### config.mk
export PLATFORM = sky130hd
export DESIGN_NAME = mu0_control_flat
export DESIGN_NICKNAME = d
export VERILOG_FILES = /design/src/rtl/mu0_control_pkg.sv /design/src/rtl/mu0_control_if.sv /design/src/rtl/mu0_wait_timer.sv /design/src/rtl/mu0_control.sv /design/src/flat_wrapper.sv
export SDC_FILE = /design/constraint.sdc
export NUM_CORES = 1
export LEC_CHECK = 0
export ABC_AREA = 1
export CAP_MARGIN = 20
export CORE_AREA = 2 2 40 42
export CTS_BUF_LIST = sky130_fd_sc_hd__clkbuf_4
export CTS_CLUSTER_SIZE = 16
export DETAILED_ROUTE_END_ITERATION = 7
export DIE_AREA = 0 0 42 44
export PLACE_DENSITY = 0.78
export REMOVE_ABC_BUFFERS = 1
export SYNTH_ARGS = -nofsm -noshare
export SYNTH_HDL_FRONTEND = slang
export SYNTH_SLANG_ARGS = --single-unit
### constraint.sdc
create_clock -name Clk -period 1.6 [get_ports Clk]
set_input_delay 0.24 -clock Clk [delete_from_list [all_inputs] [get_ports Clk]]
set_output_delay 0.24 -clock Clk [all_outputs]
set_load 0.03 [all_outputs]
### src/rtl/mu0_control_pkg.sv
// MU0 control shared definitions: opcodes, ALU function codes, FSM states.
// Latency: n/a (constants and pure functions only).
// Backpressure: n/a.
package mu0_control_pkg;

  // Opcodes carried in IR[15:12]
  localparam logic [3:0] OP_LDA = 4'h0;
  localparam logic [3:0] OP_STO = 4'h1;
  localparam logic [3:0] OP_ADD = 4'h2;
  localparam logic [3:0] OP_SUB = 4'h3;
  localparam logic [3:0] OP_JMP = 4'h4;
  localparam logic [3:0] OP_JGE = 4'h5;
  localparam logic [3:0] OP_JNE = 4'h6;
  localparam logic [3:0] OP_STP = 4'h7;

  // ALU function select driven on M
  typedef enum logic [1:0] {
    M_Y   = 2'b00,
    M_ADD = 2'b01,
    M_INC = 2'b10,
    M_SUB = 2'b11
  } alu_m_t;

  // Control FSM states
  typedef enum logic [1:0] {
    S_IDLE  = 2'b00,
    S_FETCH = 2'b01,
    S_EXEC  = 2'b10,
    S_HALT  = 2'b11
  } state_t;

  // Opcodes whose execute phase is a memory access (waits on Mem_Rdy)
  function automatic logic is_mem_op(input logic [3:0] f);
    return (f == OP_LDA) || (f == OP_STO) || (f == OP_ADD) || (f == OP_SUB);
  endfunction

endpackage

### src/rtl/mu0_control_if.sv
// MU0 control <-> datapath/memory bundle: status inputs and control outputs.
// Latency: wires only.
// Backpressure: Mem_Rdy stalls the control unit during Rd/Wr cycles.
interface mu0_control_if;
  import mu0_control_pkg::*;

  logic [3:0] F;
  logic       N;
  logic       Z;
  logic       Mem_Rdy;
  logic       X_sel;
  logic       Y_sel;
  logic       Addr_sel;
  alu_m_t     M;
  logic       PC_En;
  logic       ACC_En;
  logic       IR_En;
  logic       Rd;
  logic       Wr;
  logic       Halted;
  logic       Err;

  // Control unit side
  modport master (
    input  F, N, Z, Mem_Rdy,
    output X_sel, Y_sel, Addr_sel, M, PC_En, ACC_En, IR_En, Rd, Wr, Halted, Err
  );

  // Datapath / memory side
  modport slave (
    output F, N, Z, Mem_Rdy,
    input  X_sel, Y_sel, Addr_sel, M, PC_En, ACC_En, IR_En, Rd, Wr, Halted, Err
  );

endinterface

### src/rtl/mu0_wait_timer.sv
// Memory wait counter: counts stalled cycles, flags when TIMEOUT is reached.
// Latency: expired reflects the registered count (1 cycle after the last inc).
// Backpressure: none; clr wins over inc, count holds once expired.
module mu0_wait_timer #(
  parameter int TIMEOUT = 15
) (
  input  logic Clk,
  input  logic nReset,
  input  logic clr,
  input  logic inc,
  output logic expired
);

  localparam int W = $clog2(TIMEOUT + 1);

  logic [W-1:0] cnt_q;
  logic [W-1:0] cnt_d;

  assign expired = (cnt_q == W'(TIMEOUT));

  // Next count: clear on request, otherwise step while not yet expired
  always_comb begin
    cnt_d = cnt_q;
    if (clr) begin
      cnt_d = '0;
    end else if (inc && !expired) begin
      cnt_d = cnt_q + W'(1);
    end
  end

  // Count register
  always_ff @(posedge Clk or negedge nReset) begin
    if (!nReset) begin
      cnt_q <= '0;
    end else begin
      cnt_q <= cnt_d;
    end
  end

endmodule

### src/rtl/mu0_control.sv
// MU0 fetch/execute control FSM with Mem_Rdy wait, timeout and sticky halt/error.
// Latency: outputs combinational from state/F/N/Z/Mem_Rdy; state moves on each Clk edge.
// Backpressure: FETCH and memory EXEC hold until Mem_Rdy or the wait timer expires.
module mu0_control #(
  parameter int TIMEOUT = 15
) (
  input  logic          Clk,
  input  logic          nReset,
  mu0_control_if.master bus
);
  import mu0_control_pkg::*;

  state_t state_q, state_d;
  logic   err_q, err_d;
  logic   waiting;
  logic   expired;
  logic   tmr_clr;
  logic   tmr_inc;

  // Cycles that are blocked on a memory handshake
  assign waiting = (state_q == S_FETCH) ||
                   ((state_q == S_EXEC) && is_mem_op(bus.F));

  // Any state change restarts the wait count; idle states keep it at zero
  assign tmr_clr = (state_d != state_q) || !waiting;
  assign tmr_inc = waiting && !bus.Mem_Rdy;

  mu0_wait_timer #(.TIMEOUT(TIMEOUT)) u_wait_timer (
    .Clk     (Clk),
    .nReset  (nReset),
    .clr     (tmr_clr),
    .inc     (tmr_inc),
    .expired (expired)
  );

  // State and sticky error register
  always_ff @(posedge Clk or negedge nReset) begin
    if (!nReset) begin
      state_q <= S_IDLE;
      err_q   <= 1'b0;
    end else begin
      state_q <= state_d;
      err_q   <= err_d;
    end
  end

  // Next-state decode; timeout takes priority over a late Mem_Rdy
  always_comb begin
    state_d = state_q;
    err_d   = err_q;
    unique case (state_q)
      S_IDLE:  state_d = S_FETCH;
      S_FETCH: begin
        if (expired) begin
          state_d = S_HALT;
          err_d   = 1'b1;
        end else if (bus.Mem_Rdy) begin
          state_d = S_EXEC;
        end
      end
      S_EXEC: begin
        if (is_mem_op(bus.F)) begin
          if (expired) begin
            state_d = S_HALT;
            err_d   = 1'b1;
          end else if (bus.Mem_Rdy) begin
            state_d = S_FETCH;
          end
        end else if (bus.F == OP_STP) begin
          state_d = S_HALT;
        end else if (bus.F > OP_STP) begin
          state_d = S_HALT;
          err_d   = 1'b1;
        end else begin
          state_d = S_FETCH;
        end
      end
      S_HALT:  state_d = S_HALT;
      default: state_d = S_IDLE;
    endcase
  end

  // Output decode; enables gated off in the cycle the wait timer expires
  always_comb begin
    bus.X_sel    = 1'b0;
    bus.Y_sel    = 1'b0;
    bus.Addr_sel = 1'b0;
    bus.M        = M_Y;
    bus.PC_En    = 1'b0;
    bus.ACC_En   = 1'b0;
    bus.IR_En    = 1'b0;
    bus.Rd       = 1'b0;
    bus.Wr       = 1'b0;
    bus.Halted   = 1'b0;
    bus.Err      = err_q;
    unique case (state_q)
      S_FETCH: begin
        bus.Rd    = 1'b1;
        bus.X_sel = 1'b1;
        bus.M     = M_INC;
        bus.IR_En = bus.Mem_Rdy && !expired;
        bus.PC_En = bus.Mem_Rdy && !expired;
      end
      S_EXEC: begin
        unique case (bus.F)
          OP_LDA: begin
            bus.Addr_sel = 1'b1;
            bus.Rd       = 1'b1;
            bus.M        = M_Y;
            bus.ACC_En   = bus.Mem_Rdy && !expired;
          end
          OP_STO: begin
            bus.Addr_sel = 1'b1;
            bus.Wr       = 1'b1;
          end
          OP_ADD, OP_SUB: begin
            bus.Addr_sel = 1'b1;
            bus.Rd       = 1'b1;
            bus.M        = (bus.F == OP_ADD) ? M_ADD : M_SUB;
            bus.ACC_En   = bus.Mem_Rdy && !expired;
          end
          OP_JMP, OP_JGE, OP_JNE: begin
            if ((bus.F == OP_JMP) || ((bus.F == OP_JGE) && !bus.N) ||
                ((bus.F == OP_JNE) && !bus.Z)) begin
              bus.Y_sel = 1'b1;
              bus.PC_En = 1'b1;
            end
          end
          default: ;
        endcase
      end
      S_HALT:  bus.Halted = 1'b1;
      default: ;
    endcase
  end

endmodule

### src/flat_wrapper.sv
// flat-port wrapper written by rule: the top's interface ports become plain ports
module mu0_control_flat import mu0_control_pkg::*;
#(
  parameter int TIMEOUT = 15
)
  (Clk, nReset, bus_F, bus_N, bus_Z, bus_Mem_Rdy, bus_X_sel, bus_Y_sel, bus_Addr_sel, bus_M, bus_PC_En, bus_ACC_En, bus_IR_En, bus_Rd, bus_Wr, bus_Halted, bus_Err);
  mu0_control_if bus_i ();
  input  logic Clk;
  input  logic nReset;
  input wire logic [$bits(bus_i.F)-1:0] bus_F;
  input wire logic [$bits(bus_i.N)-1:0] bus_N;
  input wire logic [$bits(bus_i.Z)-1:0] bus_Z;
  input wire logic [$bits(bus_i.Mem_Rdy)-1:0] bus_Mem_Rdy;
  output wire logic [$bits(bus_i.X_sel)-1:0] bus_X_sel;
  output wire logic [$bits(bus_i.Y_sel)-1:0] bus_Y_sel;
  output wire logic [$bits(bus_i.Addr_sel)-1:0] bus_Addr_sel;
  output wire logic [$bits(bus_i.M)-1:0] bus_M;
  output wire logic [$bits(bus_i.PC_En)-1:0] bus_PC_En;
  output wire logic [$bits(bus_i.ACC_En)-1:0] bus_ACC_En;
  output wire logic [$bits(bus_i.IR_En)-1:0] bus_IR_En;
  output wire logic [$bits(bus_i.Rd)-1:0] bus_Rd;
  output wire logic [$bits(bus_i.Wr)-1:0] bus_Wr;
  output wire logic [$bits(bus_i.Halted)-1:0] bus_Halted;
  output wire logic [$bits(bus_i.Err)-1:0] bus_Err;
  assign bus_i.F = bus_F;
  assign bus_i.N = bus_N;
  assign bus_i.Z = bus_Z;
  assign bus_i.Mem_Rdy = bus_Mem_Rdy;
  assign bus_X_sel = bus_i.X_sel;
  assign bus_Y_sel = bus_i.Y_sel;
  assign bus_Addr_sel = bus_i.Addr_sel;
  assign bus_M = bus_i.M;
  assign bus_PC_En = bus_i.PC_En;
  assign bus_ACC_En = bus_i.ACC_En;
  assign bus_IR_En = bus_i.IR_En;
  assign bus_Rd = bus_i.Rd;
  assign bus_Wr = bus_i.Wr;
  assign bus_Halted = bus_i.Halted;
  assign bus_Err = bus_i.Err;
  mu0_control #(.TIMEOUT(TIMEOUT)) u_core (.Clk(Clk), .nReset(nReset), .bus(bus_i));
endmodule
* After elaboration in Yosys (flattened, before gate mapping)
Index checks and enable logic that the tools add are counted.
** Word-level totals
- Memories kept :: 0
- Output and inout bits :: 12
- Latch bits :: 0
- RAM bits :: 0
- Flip-flop bits (word level) :: 7
- Word-level logic and storage cells :: 79
- Bits of input ports :: 9
- Bits in read-only memories :: 0
** Cells by class
- Shift-type cells :: 0
- Div/mod/pow operators :: 0
- Bitwise operators :: 0
- Multiplexer cells :: 33
- Multiply operators :: 0
- Eq/ne operators :: 14
- Magnitude comparators :: 1
- Add/sub/neg operators :: 1
- Reduce and logical (&&, ||, !) cells :: 27
** Operators by type and width (number)
- 2-to-1 mux 2 bit :: 9
- 2-to-1 mux 1 bit :: 17
- == test 4 x 3 -> 1 bit (second input constant) :: 4
- == test 4 x 2 -> 1 bit (second input constant) :: 2
- 2-to-1 mux 4 bit :: 2
- case mux 2 bit (4 select lines) :: 1
- logical OR 1 bit :: 7
- logical AND 1 bit :: 6
- inequality test 3 bit (second input constant) :: 2
- case mux 1 bit (2 select lines) :: 3
- OR reduction 3 bit :: 2
- logical NOT 1 bit :: 5
- adder 4 x 1 -> 4 bit (second input constant) :: 1
- == test 2 bit (second input constant) :: 2
- == test 4 x 1 -> 1 bit (second input constant) :: 1
- == test 4 bit (second input constant) :: 1
- greater-than comparator 4 x 3 -> 1 bit (second input constant) :: 1
- logical NOT 4 bit :: 1
- case mux 2 bit (2 select lines) :: 1
- nonzero test 2 bit :: 2
- OR reduction 4 bit :: 1
- AND reduction 3 bit :: 1
- == test 2 x 1 -> 1 bit (second input constant) :: 1
- logical NOT 2 bit :: 1
- other kinds (2) :: 2

* Longest topological paths before layout
Gate-level depths: netlist (run 1).
- Depth in word-level cells :: 10
- Gate-level depth with buffers :: 11
- Gate-level depth less buffers :: 11

* By module
Synthesis (run 1) repeated with hierarchy kept, for this count alone.
** Second synthesis, totals
- Cells, all modules :: 97
- Area, all modules :: 628.1 um^2
** Modules (own cells, without submodules)
- mu0_control :: instances 1, area an instance 402.9 um^2, cells an instance 68, sequential area each 75.1 um^2
- mu0_wait_timer :: instances 1, area an instance 225.2 um^2, cells an instance 29, sequential area each 100.1 um^2

* Least setup slack after synthesis (run 1)
OpenSTA, ideal clock, no wires.
- Kind :: reg2out
- Start :: reg u_core.state_q[0]
- End :: out bus_M[1]
- Required time :: 1360 ps
- Path buffers :: 0
- Stages on the path, launching flop included :: 7
- Data arrival time :: 2035 ps
- Path slack :: -675 ps
- Cell sequence :: dfrtp_1 inv_1 ha_1 inv_1 nor2_2 nor2_1 a211oi_1
** On the way
- Longest elaborated chain between the ends :: 2
- Elaborated cells between the ends (all ways) :: 3
- Classes of those cells :: 2 x eq/ne; 1 x mux
** RTL lines
- start, declared :: RTL line mu0_control.sv:13 : state_t state_q, state_d;
- start signal, assigned :: RTL line mu0_control.sv:42 : state_q <= state_d;
- == test 2 bit / == test 2 x 1 -> 1 bit (equally long branches) :: RTL line mu0_control.sv:96 : unique case (state_q)
- case mux 2 bit (2 select lines) (*) :: RTL line mu0_control.sv:96
- end, declared :: RTL line flat_wrapper.sv:17 : output wire logic [$bits(bus_i.M)-1:0] bus_M;
Every way passes the cells marked *; elsewhere a longest branch is shown, timed or not.

* Worst setup path in the final report (run 1)
Ends and elaborated chain as after synthesis.

==> key figures, run 1 <==
Outcome
  • Status: finished, violations left
  • Failing checks: negative setup slack

Detailed routing
  • Avg WL per Cell: 13.55 um
  • DRC viols: 0
  • Starting DRT DRC Count: 25
  • WL final: 2046 um
  • First-pass DRT Iterations: 6
  • Post-route ant nets: 0
  • Routed via count: 767
  • Routed vias/inst: between 5 and 6

GRT
  • GRT Total Usage: 0.2401
  • Grt total ovfl: 0
  • Met3 Use GR: 0.04583
  • Met1 Resource Use GR: 0.2379
  • GR Util met2: 0.4625
  • Global route hottest layer: met2
  • Vias in the first global route: ~780
  • Global-route wire length before repair: 3229 um
  • Largest net degree at the start of global routing: 8
  • Initial antenna violation count: 0

CTS
  • Reg clk slew, reported paths: ~0.050 ns
  • CTS Buffer Depth: 2
  • CTS tree: built
  • Later-pin clock latency in the skew report: roughly 0.25 ns
  • Root Buffer: clkbuf_4
  • CTS Buf Count: 3
  • Clock Sinks: 7
  • Htree depth: 1
  • Hold-fix buffers, CTS: 0

STA
  • RSZ-0062 raised after global routing: true
  • Max_slew headroom: 0.7745
  • Fin crit period: 1.756 ns
  • Worst-margin pin slew: ~0.34 ns
  • Final setup viols: 12
  • Hold violation total from the final report: 0
  • Final worst-path cycle share: 1.097
  • Final clock skew: between 0.003 and 0.004 ns
  • Hold slack final: approximately 0.26 ns
  • Max-slew violation count: 0
  • Setup_tns: -0.9651 ns
  • Fmax: 569.6 MHz
  • Post-route setup slack: -0.1556 ns

Cells and area
  • Post-route insts no fill: roughly 150
  • Area growth from synthesis to layout: 87.85%
  • Share of cells above drive strength 1: 0.5926
  • Ant. Diodes: 0
  • Final Util: 0.8316
  • Layout Nets: 150
  • Fillers: a little over 80

Setup path
  • Arrival @ worst endpoint: approximately 1.5 ns
  • CP Cell Sequence: inv_2 > ha_4 > inv_4 > nor2_4 > nor2_2 > a211oi_2 > buf_4
  • Crit-path leading delay family: flip-flops
  • Worst reg2reg endpoint: u_core.u_wait_timer.cnt_q[0]$_DFFE_PN0P_
  • Critical path class: reg2out
  • Worst Setup SP: u_core.state_q[0]$_DFF_PN0_
  • CP Capture Type: primary output
  • CP peak stage delay: about 0.43 ns
  • CP bufs+invs: 3
  • WP depth: 7
  • Crit-path max FO: 3
  • Setup crit end: bus_M[1]
  • Reg2reg setup slack: -0.10 ns
  • CP required: approximately 1.4 ns
  • Startpoint types: flip-flop
  • Slowest CP cell: dfrtp_2
  • R2R Path Start: u_core.state_q[0]$_DFF_PN0_
  • Worst Reg-to-Reg Cells: 12

Floorplan
  • Core ar.: between 1000 and 1500 sq um
  • Die X: 42 um
  • Ports: 21
  • Die height: 44 um
  • Die footprint: approximately 1800 sq um
  • Initial core utilization: 0.4427
  • FP Rows: 14

Logic synthesis
  • Netlist cell types: 20
  • Mean Syn Cell Area: just over 7 sq um
  • Biggest area consumer among synthesized cells: dfrtp_1
  • Gate Count Post-Synth: 89
  • Mux cell area share after synthesis: 0
  • Post-synth EDFFs: 0
  • Post-Syn Area: 628.1 sq um
  • Post-synthesis adder-cell area fraction: 0.09960
  • Main synth FF type: dfrtp_1
  • Synth cell count leaders: 20 x nand2_1, 14 x nor2_1, 13 x inv_1
  • Synthesized flop and latch total: 7
  • Post-synth top area share: 0.2789
  • Largest family of logic cells by synthesized area: simple AND/OR/NAND/NOR gates
  • Register area share after synthesis: 0.2789
  • Post-synthesis share of cell area spent on xor and xnor gates: 0.04183
  • Most frequent cell after synthesis: nand2_1
  • Ys Warns: 0
  • Synth area leaders: dfrtp_1 28%, nand2_1 12%, ha_1 10%
  • Asr flop ratio synth: 1.000
  • Simple-gate area share of the yosys netlist: 0.4223
  • Compound-Gate Fraction of Synth Area: 0.06175

Pwr
  • Comb pwr share: 0.777
  • Sequential Power Share: 0.139
  • Cell internal pwr: between 0.001 and 0.0015 W
  • Clock power frac: 0.084
  • Sw Pwr: 0.0009802 W
  • PwrDens: 1778 nW/um^2
  • Peak VDD IR: between 1000 and 1500 uV
  • Leak Pwr: roughly 0.54 nW
  • Sw Share: 0.4673

Placed design
  • I/O Buffers: 20
  • DPL Wire Length: 1243 um
  • RePlAce Congestion: a little over 0.7
  • Dpl cells: roughly 140

Run
  • Max Cap Violations: 0

Min path
  • HP Class: in2async
-- cells by family (layout without fill, tap and decap cells) --
group,count (synthesis),after routing
adder cells (fa/ha/maj),5,5
XOR/XNOR,3,3
flip-flops,7,7
buffers and inverters,16,62
AND/OR/NAND/NOR,52,52
AO/OA/AOI/OAI,6,6
-- per-stage QoR --
| step | total power (W) | setup slack (ns) | cell area (sq um) |
|---|---|---|---|
| finish | 0.002097 | -0.1556 | 1180 |
| global route | 0.002229 | -0.2219 | 1180 |
| CTS | 0.001961 | -0.1335 | 1114 |
| detailed placement | 0.001386 | -0.1057 | 913.4 |
| global placement | 0.001362 | -0.1365 | 913.4 |
| floorplan | 0.0009459 | -0.6753 | 628.1 |
-- layout make-up --
type / count / area, sq um / share of cell area
Clock buffer: 4 / 30.03 / 0.02545
Multi-Input combinational cell: 66 / 509.2 / 0.4316
Tap cell: 16 / 20.02 / 0.01697
Sequential cell: 7 / 177.7 / 0.1506
Timing Repair Buffer: 42 / 375.4 / 0.3181
Inverter: 16 / 67.56 / 0.05726
-- worst min-delay path by stage --
stage | slack, ns | cells past startpoint | endpoint
global route | 0.27 | 1 | u_core.u_wait_timer.cnt_q[3]$_DFFE_PN0P_
finish | 0.26 | 1 | u_core.u_wait_timer.cnt_q[3]$_DFFE_PN0P_
CTS | 0.26 | 1 | u_core.u_wait_timer.cnt_q[3]$_DFFE_PN0P_
floorplan | -0.06 | 0 | u_core.bus.Err$_DFFE_PN0P_
global placement | 0.46 | 1 | u_core.bus.Err$_DFFE_PN0P_
detailed placement | 0.46 | 1 | u_core.bus.Err$_DFFE_PN0P_
-- worst reg2reg max path: stages, from the launching register on --
cell     delay [ns]
dfrtp_2        0.39
inv_2          0.06
buf_4          0.15
ha_4           0.16
nor2_2         0.09
nand2_1        0.07
nor2_2         0.14
nand2_2        0.08
nand2_2        0.07
nand2_2        0.05
nor2_2         0.10
nand3_2        0.12
nor2_2         0.14
-- cell usage in the layout (no fill, tap or decap), types with 5 or more instances in the layout --
cell type and instances:
clkdlybuf4s50_1 9, nor2_1 6, buf_4 23, inv_1 9, dfrtp_1 5, buf_6 9, nand2_1 14, nor2_4 5
nand2_2 8, nor2_2 8, nand3_1 5
-- state kept, by name, indices dropped and copies added (netlist names) --
| register | cells |
|---|---|
| u_core.u_wait_timer.cnt_q | 4 |
| u_core.state_q | 2 |
| u_core.bus.Err | 1 |
-- repair_timing --
item                       CTS  global route
setup buffers                9             1
pin swaps                    6             4
gates resized for setup     32            17
setup endpoints to repair   14            13
hold endpoints to repair     0             0
-- power by group through the flow --
stage                     combinational [W]  sequential [W]  clock, W
after floorplan                    0.000650        0.000296         0
after global placement              0.00108        0.000282         0
after detailed placement            0.00110        0.000286         0
after CTS                           0.00149        0.000284  0.000184
after global routing                0.00174        0.000295  0.000195
final                               0.00163        0.000291  0.000176
-- routing by layer --
metal | routed length, um | part of all wire
met5 | 0 | 0
met4 | 80 | 0.039
met3 | 113 | 0.055
met1 | 703 | 0.34
met2 | 1148 | 0.56
Note: power is estimated with default switching activity, not from simulation.
==> inputs of run 2 (changes only) <==
ABC_AREA = unset   (was 1)
CORE_AREA = 2 2 42 44   (was 2 2 40 42)
DIE_AREA = 0 0 44 46   (was 0 0 42 44)
PLACE_DENSITY = 0.75   (was 0.78)
==> run 2 against run 1 <==
Die area grew 9.5%. Synthesized area rose by 7.4%. The flow still finishes with violations (negative setup slack). Sequential share of layout area is 2.4 points lower. Combinational power is 21% higher. Clock-buffer cell count is the same. Global-route usage is 2.7 points higher. Largest power group unchanged. Highest routed layer unchanged. Largest cell class unchanged. First-iteration DRC count increased by 36%. Core utilization increased by 3.3 points. Non-clock buffer count increased by 18.
==> key figures, run 2 <==
Logic synthesis
  • Synth cell count leaders: 7 x a21oi_1, 7 x dfrtp_1, 6 x nor2_1
  • Post-synth top area share: 0.2597
  • Ys Warns: 0
  • Asr flop ratio synth: 1.000
  • Netlist cell types: 38
  • Post-synth EDFFs: 0
  • Post-Syn Area: 674.4 sq um
  • Main synth FF type: dfrtp_1
  • Synth area leaders: dfrtp_1 26%, ha_1 9.3%, a21oi_1 5.2%
  • Mean Syn Cell Area: between 9 and 10 sq um
  • Synthesized flop and latch total: 7
  • Gate Count Post-Synth: 73
  • Biggest area consumer among synthesized cells: dfrtp_1
  • Register area share after synthesis: 0.2597

Cells and area
  • Design Area, Final: around 1400 sq um
  • Most flops, register: u_core.u_wait_timer.cnt_q
  • Commonest non-fill, non-tap cell in the layout: buf_4
  • Share of cells above drive strength 1: 0.6103
  • Commonest cells after routing, fill and taps aside: 36 x buf_4, 15 x buf_6, 9 x clkdlybuf4s50_1, 6 x nor2_1, 6 x dfrtp_1
  • Layout Nets: 151
  • Flip-flop count of the largest register after layout: 4
  • Ant. Diodes: 0
  • Area growth from synthesis to layout: 106.9%

Detailed routing
  • Post-route ant nets: 0
  • DRC viols: 0
  • Avg WL per Cell: 18.86 um
  • Routed vias/inst: 5.765
  • Routed via count: approximately 880
  • WL final: 2885 um
  • First-pass DRT Iterations: 4
  • Starting DRT DRC Count: 34

Setup path
  • CP required: 1.36 ns
  • Startpoint types: flip-flop
  • CP Capture Type: primary output
  • Critical path class: reg2out
  • Crit-path max FO: 2
  • Reg2reg setup slack: -0.34 ns
  • Arrival @ worst endpoint: about 1.8 ns

GRT
  • Grt total ovfl: 0
  • Vias in the first global route: a little over 800
  • GRT Total Usage: 0.2669
  • Global-route wire length before repair: 3815 um
  • Initial antenna violation count: 0
  • Largest net degree at the start of global routing: 8

STA
  • Hold violation total from the final report: 0
  • Max_slew headroom: 0.7447
  • Final clock skew: 0.004355 ns
  • Fin crit period: 2.037 ns
  • RSZ-0062 raised after global routing: true
  • Worst-margin pin slew: 0.3815 ns
  • Fmax: between 400 and 500 MHz
  • Final setup viols: 16
  • Final worst-path cycle share: 1.273
  • Post-route setup slack: -0.4366 ns
  • Max-slew violation count: 0

CTS
  • CTS tree: built
  • Clock Sinks: 7
  • CTS Buffer Depth: 2
  • Later-pin clock latency in the skew report: roughly 0.26 ns
  • Reg clk slew, reported paths: around 0.050 ns
  • CTS Buf Count: 3
  • Hold-fix buffers, CTS: 0
  • Htree depth: 1
  • Root Buffer: clkbuf_4

Placed design
  • DPL Wire Length: roughly 1600 um
  • RePlAce Congestion: about 0.85
  • Area after DPL: 1075 sq um
  • I/O Buffers: 20

Floorplan
  • FP Rows: 15
  • Initial core utilization: 0.4178
  • Ports: 21
  • Die X: approximately 44 um
  • Die footprint: ~2000 sq um
  • Die height: approximately 46 um
  • Core ar.: 1614 sq um

Pwr
  • Leak Pwr: about 0.61 nW
  • Sequential Power Share: 0.103
  • Cell internal pwr: around 0.0013 W
  • Peak VDD IR: approximately 1100 uV
  • Sw Share: 0.4516
  • Pwr Total: about 0.0024 W
  • PwrDens: around 1700 nW/um^2
  • Clock power frac: 0.075
  • Sw Pwr: approximately 0.0011 W
  • Comb pwr share: 0.822

Outcome
  • Status: finished, violations left
  • Failing checks: negative setup slack

Run
  • Max Cap Violations: 0

Min path
  • HP Class: in2async
==> run 2: changes by cell type after synthesis, sizes merged, moves of 2 or more <==
cell | before | now
nor4 | 0 | 4
and4 | 0 | 2
and3 | 0 | 3
nand3 | 10 | 2
xor2 | 2 | 0
a31oi | 0 | 2
and2b | 0 | 2
nand2 | 22 | 5
a21oi | 2 | 8
inv | 16 | 3
nor2 | 19 | 6
nor2b | 0 | 2
==> run 2: cell families (layout without fill, tap and decap cells) <==
| logic type | after synthesis | after routing | share of synthesized area |
|---|---|---|---|
| AOI/OAI and AO/OA | 21 | 21 | 0.2449 |
| xor gates and xnor gates | 1 | 1 | 0.01299 |
| adders and majority gates | 5 | 5 | 0.09276 |
| buffers and inverters | 4 | 67 | 0.03339 |
| muxes | 2 | 2 | 0.03154 |
| and+or+nand+nor | 33 | 33 | 0.3247 |
| DFF | 7 | 7 | 0.2597 |
==> run 2: routing by layer <==
| metal | vias up | GRT usage | routed length, um |
|---|---|---|---|
| met2 | 53 | 0.4559 | 1484 |
| li1 | 407 | - | - |
| met4 | 0 | 0.1455 | 93 |
| met1 | 411 | 0.3062 | 1109 |
| met3 | 11 | 0.06349 | 198 |
| met5 | - | 0 | 0 |
==> run 2: final cells by class <==
cell class,instances,area [sq um]
fill,80,219.0
multi-input combinational,62,621.8
inverter,3,16.27
tap,17,21.27
sequential,7,176.4
timing repair buffer,60,529.3
clock buffer,4,30.03
==> run 2: power groups by stage <==
stage          registers, W  logic, W  clock network (W)
2_1_floorplan      0.000260  0.000690                  0
3_3_place_gp       0.000244   0.00125                  0
3_5_place_dp       0.000246   0.00128                  0
4_1_cts            0.000254   0.00162           0.000182
5_1_grt            0.000248   0.00208           0.000195
6_report           0.000246   0.00198           0.000181
==> run 2: worst paths after layout <==
kind | endpoint | cells after the start | start
max in group asynchronous | u_core.state_q[1]$_DFF_PN0_ | 1 | nReset
hold / removal | u_core.u_wait_timer.cnt_q[1]$_DFFE_PN0P_ | 1 | nReset
setup reg to reg | u_core.u_wait_timer.cnt_q[3]$_DFFE_PN0P_ | 8 | u_core.state_q[0]$_DFF_PN0_
hold reg to reg | u_core.bus.Err$_DFFE_PN0P_ | 1 | u_core.bus.Err$_DFFE_PN0P_
min in group Clk | u_core.bus.Err$_DFFE_PN0P_ | 1 | u_core.bus.Err$_DFFE_PN0P_
setup / recovery | bus_M[1] | 8 | u_core.state_q[0]$_DFF_PN0_
==> run 2: critical path: stages (launching register included) <==
cell	delay, ns
dfrtp_1	0.39
inv_2	0.10
ha_4	0.14
and2b_1	0.14
and2b_1	0.17
and2_4	0.17
a21oi_2	0.06
nor2b_1	0.17
buf_4	0.19
==> run 2: per-stage QoR <==
step	util	hold slack [ns]	TNS (ns)	worst slack, ns	std cells
2_1_floorplan	-	-0.05559	-3.982	-0.8570	72
6_report	0.8643	0.2490	-3.776	-0.4366	153
4_1_cts	0.7953	0.2512	-2.399	-0.3103	146
3_5_place_dp	0.6659	0.4681	-2.327	-0.2705	138
3_3_place_gp	0.6659	0.4638	-1.996	-0.2799	138
5_1_grt	0.8643	0.2706	-4.648	-0.4914	153
==> run 2: timing repair <==
| action | 4_1_cts | 5_1_grt |
|---|---|---|
| pin swaps | 13 | 10 |
| gates resized for setup | 31 | 14 |
| buffers inserted | 5 | 7 |
| endpoints found under the setup margin | 15 | 14 |
